**src/rtl/counter_pkg.sv**
```systemverilog
// Shared definitions for the binary_counter receive-side monitor.
//   - state_t : monitor FSM states
//   - step_t  : classification of one sample-to-sample step
//   - DIR_UP / DIR_DN : direction encoding, same as the counter's x input
//   - run_inc : saturating increment of the same-direction run length
package counter_pkg;

  typedef enum logic [1:0] {
    EMPTY = 2'd0,
    SYNC  = 2'd1,
    UP    = 2'd2,
    DOWN  = 2'd3
  } state_t;

  typedef enum logic [1:0] {
    UP_STEP = 2'd0,
    DN_STEP = 2'd1,
    HOLD    = 2'd2,
    BAD     = 2'd3
  } step_t;

  localparam logic DIR_UP = 1'b0;
  localparam logic DIR_DN = 1'b1;

  // Run counter only needs to reach LOCK_N, whose legal range is 1..7.
  localparam int RUN_W = 3;

  // Increment the run length, never going past the lock threshold.
  function automatic logic [RUN_W-1:0] run_inc(input logic [RUN_W-1:0] run,
                                                input logic [RUN_W-1:0] lim);
    logic [RUN_W-1:0] res;
    if (run >= lim) begin
      res = lim;
    end else begin
      res = run + 3'd1;
    end
    return res;
  endfunction

endpackage

```
**src/rtl/count_step_classify.sv**
```systemverilog
// Combinational step classifier.
//   prev : previously accepted counter value
//   cnt  : newly sampled counter value
//   step : UP_STEP (+1), DN_STEP (-1), HOLD (0) or BAD (anything else), mod 2^WIDTH
//   wrap : the step crossed the max/0 boundary in its own direction
module count_step_classify
  import counter_pkg::*;
#(
  parameter int WIDTH = 3
) (
  input  logic [WIDTH-1:0] prev,
  input  logic [WIDTH-1:0] cnt,
  output step_t            step,
  output logic             wrap
);

  logic [WIDTH-1:0] diff_s;

  // Modular difference between the new and the previous sample.
  assign diff_s = cnt - prev;

  // Map the difference onto a step code and detect boundary crossings.
  always_comb begin
    step = BAD;
    wrap = 1'b0;
    if (diff_s == {{(WIDTH-1){1'b0}}, 1'b1}) begin
      step = UP_STEP;
      wrap = (prev == {WIDTH{1'b1}}) && (cnt == {WIDTH{1'b0}});
    end else if (diff_s == {WIDTH{1'b1}}) begin
      step = DN_STEP;
      wrap = (prev == {WIDTH{1'b0}}) && (cnt == {WIDTH{1'b1}});
    end else if (diff_s == {WIDTH{1'b0}}) begin
      step = HOLD;
    end else begin
      step = BAD;
    end
  end

endmodule

```
**src/rtl/count_monitor.sv**
```systemverilog
// Receive-side checker for an up/down binary counter.
//   clk, rst    : clock, synchronous active-high reset
//   valid, cnt  : sample qualifier and sampled counter value
//   dir         : recovered direction (0 up, 1 down)
//   locked      : direction confirmed by LOCK_N consecutive steps
//   err         : pulse on an illegal step; err_sticky holds it until reset
//   dir_chg     : pulse on an UP<->DOWN flip
//   wrap        : pulse on a max->0 / 0->max step; wrap_cnt counts them (saturating)
// All outputs are registered: one cycle of latency from the accepting edge.
module count_monitor
  import counter_pkg::*;
#(
  parameter int WIDTH  = 3,
  parameter int LOCK_N = 2,
  parameter int WRAP_W = 8
) (
  input  logic              clk,
  input  logic              rst,
  input  logic              valid,
  input  logic [WIDTH-1:0]  cnt,
  output logic              dir,
  output logic              locked,
  output logic              err,
  output logic              err_sticky,
  output logic              dir_chg,
  output logic              wrap,
  output logic [WRAP_W-1:0] wrap_cnt
);

  localparam logic [RUN_W-1:0] LOCK_V = RUN_W'(LOCK_N);

  state_t            state_r, state_n;
  logic [WIDTH-1:0]  prev_r, prev_n;
  logic [RUN_W-1:0]  run_r, run_n;
  logic              dir_r, dir_n;
  logic              locked_r, locked_n;
  logic              err_r, err_n;
  logic              err_sticky_r, err_sticky_n;
  logic              dir_chg_r, dir_chg_n;
  logic              wrap_r, wrap_n;
  logic [WRAP_W-1:0] wrap_cnt_r, wrap_cnt_n;

  step_t             step_s;
  logic              wrap_s;

  count_step_classify #(.WIDTH(WIDTH)) u_classify (
    .prev (prev_r),
    .cnt  (cnt),
    .step (step_s),
    .wrap (wrap_s)
  );

  // Next-state, run-length and output computation for one sample.
  always_comb begin
    state_n      = state_r;
    prev_n       = prev_r;
    run_n        = run_r;
    dir_n        = dir_r;
    err_n        = 1'b0;
    err_sticky_n = err_sticky_r;
    dir_chg_n    = 1'b0;
    wrap_n       = 1'b0;
    wrap_cnt_n   = wrap_cnt_r;
    locked_n     = locked_r;

    if (valid) begin
      // Every accepted sample becomes the reference for the next one.
      prev_n = cnt;
      if (state_r == EMPTY) begin
        // First sample only seeds prev; no step exists yet.
        state_n = SYNC;
      end else begin
        wrap_n = wrap_s;
        if (wrap_s && (wrap_cnt_r != {WRAP_W{1'b1}})) begin
          wrap_cnt_n = wrap_cnt_r + WRAP_W'(1'b1);
        end else begin
          wrap_cnt_n = wrap_cnt_r;
        end

        case (step_s)
          UP_STEP: begin
            if (state_r == UP) begin
              run_n = run_inc(run_r, LOCK_V);
            end else begin
              dir_chg_n = (state_r == DOWN);
              state_n   = UP;
              dir_n     = DIR_UP;
              run_n     = 3'd1;
            end
          end
          DN_STEP: begin
            if (state_r == DOWN) begin
              run_n = run_inc(run_r, LOCK_V);
            end else begin
              dir_chg_n = (state_r == UP);
              state_n   = DOWN;
              dir_n     = DIR_DN;
              run_n     = 3'd1;
            end
          end
          HOLD: begin
            state_n = state_r;
          end
          default: begin
            // Illegal step: resynchronise but keep the last known direction.
            err_n        = 1'b1;
            err_sticky_n = 1'b1;
            state_n      = SYNC;
            run_n        = 3'd0;
          end
        endcase

        // A flip or error always drops lock, regardless of threshold.
        if (dir_chg_n || err_n) begin
          locked_n = 1'b0;
        end else begin
          locked_n = ((state_n == UP) || (state_n == DOWN)) && (run_n >= LOCK_V);
        end
      end
    end else begin
      state_n = state_r;
    end
  end

  // State and output registers; reset wins over any sample.
  always_ff @(posedge clk) begin
    if (rst) begin
      state_r      <= EMPTY;
      prev_r       <= {WIDTH{1'b0}};
      run_r        <= 3'd0;
      dir_r        <= 1'b0;
      locked_r     <= 1'b0;
      err_r        <= 1'b0;
      err_sticky_r <= 1'b0;
      dir_chg_r    <= 1'b0;
      wrap_r       <= 1'b0;
      wrap_cnt_r   <= {WRAP_W{1'b0}};
    end else begin
      state_r      <= state_n;
      prev_r       <= prev_n;
      run_r        <= run_n;
      dir_r        <= dir_n;
      locked_r     <= locked_n;
      err_r        <= err_n;
      err_sticky_r <= err_sticky_n;
      dir_chg_r    <= dir_chg_n;
      wrap_r       <= wrap_n;
      wrap_cnt_r   <= wrap_cnt_n;
    end
  end

  assign dir        = dir_r;
  assign locked     = locked_r;
  assign err        = err_r;
  assign err_sticky = err_sticky_r;
  assign dir_chg    = dir_chg_r;
  assign wrap       = wrap_r;
  assign wrap_cnt   = wrap_cnt_r;

endmodule

```
**config.mk**
```make
export PLATFORM = sky130hd
export DESIGN_NAME = count_monitor
export DESIGN_NICKNAME = d
export VERILOG_FILES = /design/src/rtl/counter_pkg.sv /design/src/rtl/count_step_classify.sv /design/src/rtl/count_monitor.sv
export SDC_FILE = /design/constraint.sdc
export NUM_CORES = 1
export LEC_CHECK = 0
export CAP_MARGIN = 20
export CORE_UTILIZATION = 29
export CTS_CLUSTER_DIAMETER = 40
export DETAILED_ROUTE_END_ITERATION = 10
export SLEW_MARGIN = 0
export SYNTH_ARGS = -nofsm -noshare
export SYNTH_HDL_FRONTEND = slang
export SYNTH_SLANG_ARGS = --single-unit
```
**constraint.sdc**
```tcl
create_clock -name clk -period 5.75 [get_ports clk]
set_input_delay 1.15 -clock clk [delete_from_list [all_inputs] [get_ports clk]]
set_output_delay 1.15 -clock clk [all_outputs]
set_load 0.01 [all_outputs]
```
# Yosys cells after proc, flatten, opt, wreduce, memory -nomap -nowiden
# Cells that the tools add are included.
[classes]
n_addsub = 3
n_lt_le_gt_ge = 2
eq_ne = 13
n_mux = 29
n_bitwise = 3
reduce_logical = 18
[op_table]
columns = ["cell", "n"]
rows = [
  ["$mux W3", 5],
  ["$mux W2", 7],
  ["$mux W1", 13],
  ["$eq A2 B2 Y1 const B", 5],
  ["$eq A3 B3 Y1 const B", 3],
  ["$logic_not A3 Y1", 3],
  ["$pmux W3 S3", 1],
  ["$add A8 B1 Y8 const B", 1],
  ["$ne A8 B8 Y1 const B", 1],
  ["$ge A3 B2 Y1 const B", 2],
  ["$pmux W2 S3", 1],
  ["$reduce_and A3 Y1", 2],
  ["$reduce_or A3 Y1", 2],
  ["$reduce_and A5 Y1", 1],
  ["$logic_and A1 B1 Y1", 4],
  ["$logic_not A2 Y1", 2],
  ["$ne A2 B2 Y1 const B", 2],
  ["$pmux W1 S2", 2],
  ["$add A3 B1 Y3 const B", 1],
  ["$eq A3 B1 Y1 const B", 1],
  ["$not A1 Y1", 3],
  ["$sub A3 B3 Y3", 1],
  ["$eq A2 B1 Y1 const B", 1],
  ["$logic_or A1 B1 Y1", 2],
  ["2 further kinds", 2],
]
[word_totals]
register_bits = 22
inputBits = 6
output_inout_bits = 14
elab_cells = 78

# Logic depth before layout (Yosys ltp)
[logic_depth]
depth_word = 13
depth_mapped = 10
ltp_nobuf = 8

# Hierarchy
# A second synthesis with hierarchy kept.
[unflattened]
hier_cells = 136
hier_area_um2 = 1194.9
[modules_own_cells]
columns = ["module", "n_inst", "cells_per_inst", "area_each_um2", "seq_area_each_um2"]
rows = [
  ["count_monitor", 1, 120, 1052.3, 440.4],
  ["count_step_classify", 1, 16, 142.6, 0.0],
]

# Worst setup path before layout
# No wires, ideal clock.
[synth_path]
kind = "input to register"
from = "input cnt[0]"
to = "register wrap_cnt_r[4] (netlist: wrap_cnt[4])"
setup_ps = 123
t_arrival_ps = 3339
required_time_ps = 5627
path_slack_ps = 2288
path_stages = 10
n_path_buf = 2
cell_sequence = "inv_1 > ha_1 > fa_1 > buf_6 > nand4bb_1 > or4_1 > buf_2 > a21oi_2 > nand4_1 > mux2_1"
[synth_between]
elab_chain_cells = 6
word_cells_on_any_way = 11
classes_between = "add/sub (1); eq/ne (3); mux (2); reduce/logical (5)"
[synth_lines]
columns = ["element", "line", "source"]
rows = [
  ["start, declared", "count_monitor.sv:20", "input logic [WIDTH-1:0] cnt,"],
  ["$sub A3 B3 Y3 / $eq A3 B3 Y1 (equally long branches)", "count_step_classify.sv:20, count_step_classify.sv:31", ""],
  ["$eq A3 B3 Y1 / $logic_and A1 B1 Y1 (equally long branches)", "count_step_classify.sv:29, count_step_classify.sv:31", ""],
  ["$mux W1", "count_step_classify.sv:29", "end else if (diff_s == {WIDTH{1'b1}}) begin"],
  ["$mux W1 *", "count_step_classify.sv:26", "if (diff_s == {{(WIDTH-1){1'b0}}, 1'b1}) begin"],
  ["$logic_and A1 B1 Y1 *", "count_monitor.sv:74", "if (wrap_s && (wrap_cnt_r != {WRAP_W{1'b1}})) begin"],
  ["$reduce_and A3 Y1 (no source line) *", "n/a", ""],
  ["end signal, assigned", "count_monitor.sv:137", "wrap_cnt_r <= {WRAP_W{1'b0}};"],
  ["end signal, assigned", "count_monitor.sv:148", "wrap_cnt_r <= wrap_cnt_n;"],
  ["end, declared", "count_monitor.sv:41", "logic [WRAP_W-1:0] wrap_cnt_r, wrap_cnt_n;"],
]
# Mark *: on every way between the ends. The rest lies on a longest branch, timed or not.
# A chain may end at the register's enable or synchronous reset.

# Worst setup path after layout
# Ends and elaborated chain as after synthesis.

==> impl_results.md <==
* Result of the run: finished clean
* Post-Synth Adder-Cell Area at 0.0556
* Number of antenna violations at the first check in global routing at 0
* Hpwl dp at ~1900 um
* Post-route minimum period at 3.94 ns
* Startpoint type of the worst setup path: input port
* Library cells used by synthesis at 47
* Grt met3 use at 0.0417
* Number of remaining DRC errors at 0
* Warning count from the yosys run at 0
* Clock root buffer: sky130_fd_sc_hd__clkbuf_8
* Endpoint kind of the worst setup timing path: register
* Share of the synthesized netlist area taken by xor and xnor gates at 0.0596
* Tightest slew margin relative to the limit at 0.454
* CTS HTree Levels at 1
* Worst setup slack after placement at between 1.5 and 2 ns
* Setup crit start: cnt[0]
* Net count reported at finish at 171
* Average wire per cell in the routed design at about 13 um
* Met2 GRT Util at 0.208
* Crit path largest cell delay at ~0.65 ns
* Share of synthesized area spent on multiplexers at 0.0497
* Worst setup path category: in2reg
* Count of antenna-violating nets left after detailed routing at 0
* Global route overflow at 0
* Capture instance of the worst register-to-register path: wrap_cnt[4]
* Post CTS Setup Buffer Count at 0
* Register bit total from synthesis at 22
* Clock-pin slew on the worst setup and hold paths at 0.08 ns
* Slew Limit Fails at 0
* Max cap viols at 0
* Cell row count at 23
* Fraction of the yosys area taken by sequential cells at 0.350
* Total power divided by cell area at 211 mW/mm^2
* Synthesized area per cell at a little under 9 um^2
* Fin util at 0.374
* Worst-case setup margin in the final layout at 1.81 ns
* Number of buffers on the longest clock path at 2
* Startpoint of the most critical hold path: run_r[2]
* Worst-case hold path end point: run_r[2]
* Ratio of routed vias to standard cells at ~5.2
* Antenna fix cells at 0
* CTS resizes at 0
* Aggregate global-route resource usage at 0.127
* Count of final hold-check violations at 0
* Post-route clock skew at 0.00509 ns
* R2R setup slack at between 2 and 3 ns
* Floorplan die height at just under 70 um
* Dominant combinational cell family by area after synthesis: simple AND/OR/NAND/NOR gates
* Core area at 0.00409 mm^2
* Maximum vdd drop at roughly 0.00017 V
* Period utilisation layout at 0.686
* Sequence of cells on the critical path: clkdlybuf4s50_1 -> inv_1 -> ha_1 -> fa_1 -> nor4bb_1 -> nand4_1 -> a21oi_2 -> nand4_1 -> mux2_1
* Buffer and inverter count on the worst path at 2
* Via count at 1,095
* Synth area leaders: sky130_fd_sc_hd__dfxtp_1, sky130_fd_sc_hd__nand2_1, sky130_fd_sc_hd__nor2_1
* Post-Route Setup TNS at 0 ns
* Top Ports at 20
* Hold Buf Count CTS at 0
* Min-Delay Path Class: reg2reg
* Area leader, netlist: sky130_fd_sc_hd__dfxtp_1
* Cells after synthesis at approximately 140
* Cell with the largest stage delay on the worst path: sky130_fd_sc_hd__fa_1
* Final setup viols at 0
* Detailed Route WL at ~2600 um
* Critical R2R Launch: prev_r[0]
* Final Total Pwr at roughly 0.32 mW
* Cells on worst reg2reg path at 7
* Largest net degree at the start of global routing at 24
* Final GP Congestion at 0.836
* Leakage Power at around 0.52 nW
* Initial Utilization at 0.308
* TritonCTS Buffers at 3
* Share of synthesized cell area in and, or, nand and nor gates at 0.239
* Max FO, Critical Path at 10
* Fraction of layout cells with a size suffix above 1 at 0.0943
* Global-route wire length before repair at roughly 4500 um
* Highest achievable clock rate at approximately 250 MHz
* Met1 capacity usage during global routing at 0.163
* Area of the mapped netlist at approximately 0.0013 mm^2
* Most used routing layer in global routing: met2
* Die X-Extent at 67.9 um
* Setup repair after global routing missed its margin: no
* Yosys top cell area share at 0.350
* Worst slack on hold paths at 0.485 ns
* Floorplan die area at roughly 0.0046 mm^2
* Min-Delay Path Depth at 2
* Post-synthesis net count at between 150 and 200
* Transition time at the pin with the least slew margin at 0.816 ns
* CTS tree: done
* IO buf count at 19
* Top cell family by delay on the critical path: adder cells
* 1st-pass router iterations at 4
* Layout overhead on the synthesized area at 21.4%
* Number of global-route vias before repair at roughly 1,000
* Req. time, crit path at just under 6 ns
* Clk Latency, worst-skew pair at ~0.26 ns
* Most numerous cell on the critical path: sky130_fd_sc_hd__nand4_1
* Compound-cell area share of the yosys netlist at 0.201
* Clock net sink count at 22
* Fillers at around 420
* Initial detailed-routing violation count at between 70 and 80
* Arrival time of the worst setup path at approximately 4.1 ns
## sequential cells by signal, summed over array words and instances, names as in the netlist
signal and flops:
dir 1, run_r 3, err 1, locked 1, wrap 1, dir_chg 1
state_r 2, err_sticky 1, wrap_cnt 8, prev_r 3
## stage by stage
stage / std cells / area [um^2]
2_1_floorplan: 144 / 1260
3_3_place_gp: 205 / 1470
3_5_place_dp: 205 / 1470
4_1_cts: 209 / 1530
5_1_grt: 209 / 1530
6_report: 209 / 1530
## synthesized netlist by cell type (all sizes together)
master    n
nand3b    3
nand4     4
o21ba     1
a32oi     2
a21bo     1
a32o      1
dfxtp    22
clkbuf    5
nor3      4
mux2i     4
nand2b    1
a22o      1
buf       3
o2111ai   1
ha        4
a311oi    2
or3       1
inv       5
nor2b     2
nand3     4
o22ai     3
xnor3     1
a2111oi   2
a41oi     1
nand4bb   1
nor3b     1
and2      1
a21o      1
xor2      1
xnor2     5
o21ai     3
mux2      2
or2       1
and2b     3
nor2     15
or4       1
fa        1
nand2    15
nor4bb    1
o21a      1
a21oi    10
a211oi    3
## worst reg2reg max path: stages (launching register included)
cell and delay, ns:
sky130_fd_sc_hd__dfxtp_1 0.35, sky130_fd_sc_hd__ha_1 0.20, sky130_fd_sc_hd__fa_1 0.65, sky130_fd_sc_hd__nor4bb_1 0.33, sky130_fd_sc_hd__nand4_1 0.35, sky130_fd_sc_hd__a21oi_2 0.37
sky130_fd_sc_hd__nand4_1 0.14, sky130_fd_sc_hd__mux2_1 0.34
## kinds of logic after synthesis
kind of cell,count (synthesis)
adders and majority gates,5
muxes,6
xor gates and xnor gates,7
AOI/OAI and AO/OA,33
buffers and inverters,13
DFF,22
and+or+nand+nor,58
## layout make-up
cell class                      instances  area, um^2  share of cell area
Multi-Input combinational cell        109         762               0.498
Sequential cell                        22         440               0.288
Timing Repair Buffer                   19         190               0.124
Tap cell                               50        62.6              0.0409
Clock buffer                            4        55.1              0.0360
Inverter                                5        18.8              0.0123
## power by group
part	internal [mW]	switching [mW]
combinational	0.0227	0.0299
clock	0.0610	0.0490
sequential	0.156	0.00434
## placed cells by master, fill, tap and decap left out, types with 3 or more instances in the layout
cell type	synthesis	routed
sky130_fd_sc_hd__a21oi_1	9	9
sky130_fd_sc_hd__clkdlybuf4s50_1	0	19
sky130_fd_sc_hd__nor3_1	4	4
sky130_fd_sc_hd__xnor2_1	5	5
sky130_fd_sc_hd__o22ai_1	3	3
sky130_fd_sc_hd__mux2i_1	4	4
sky130_fd_sc_hd__nand4_1	4	4
sky130_fd_sc_hd__nand3_1	4	4
sky130_fd_sc_hd__nand3b_1	3	3
sky130_fd_sc_hd__ha_1	4	4
sky130_fd_sc_hd__dfxtp_1	22	22
sky130_fd_sc_hd__clkbuf_8	0	4
sky130_fd_sc_hd__inv_1	5	5
sky130_fd_sc_hd__a211oi_1	3	3
sky130_fd_sc_hd__nand2_1	15	15
sky130_fd_sc_hd__nor2_1	15	15
## worst max-delay path by stage
stage                        to  slack (ns)  cells past startpoint
finish              wrap_cnt[4]        1.81                      9
global route        wrap_cnt[4]        1.66                      9
CTS                 wrap_cnt[4]        1.81                      9
detailed placement  wrap_cnt[4]        1.53                      9
global placement    wrap_cnt[4]        1.64                      9
floorplan           wrap_cnt[4]        2.29                     10
## routing by layer
layer	vias to the layer above	routed length (um)
li1	551	-
met2	20	1220
met1	522	1290
met3	2	132
met4	0	10
met5	-	0
(Power assumes the default switching activity.)
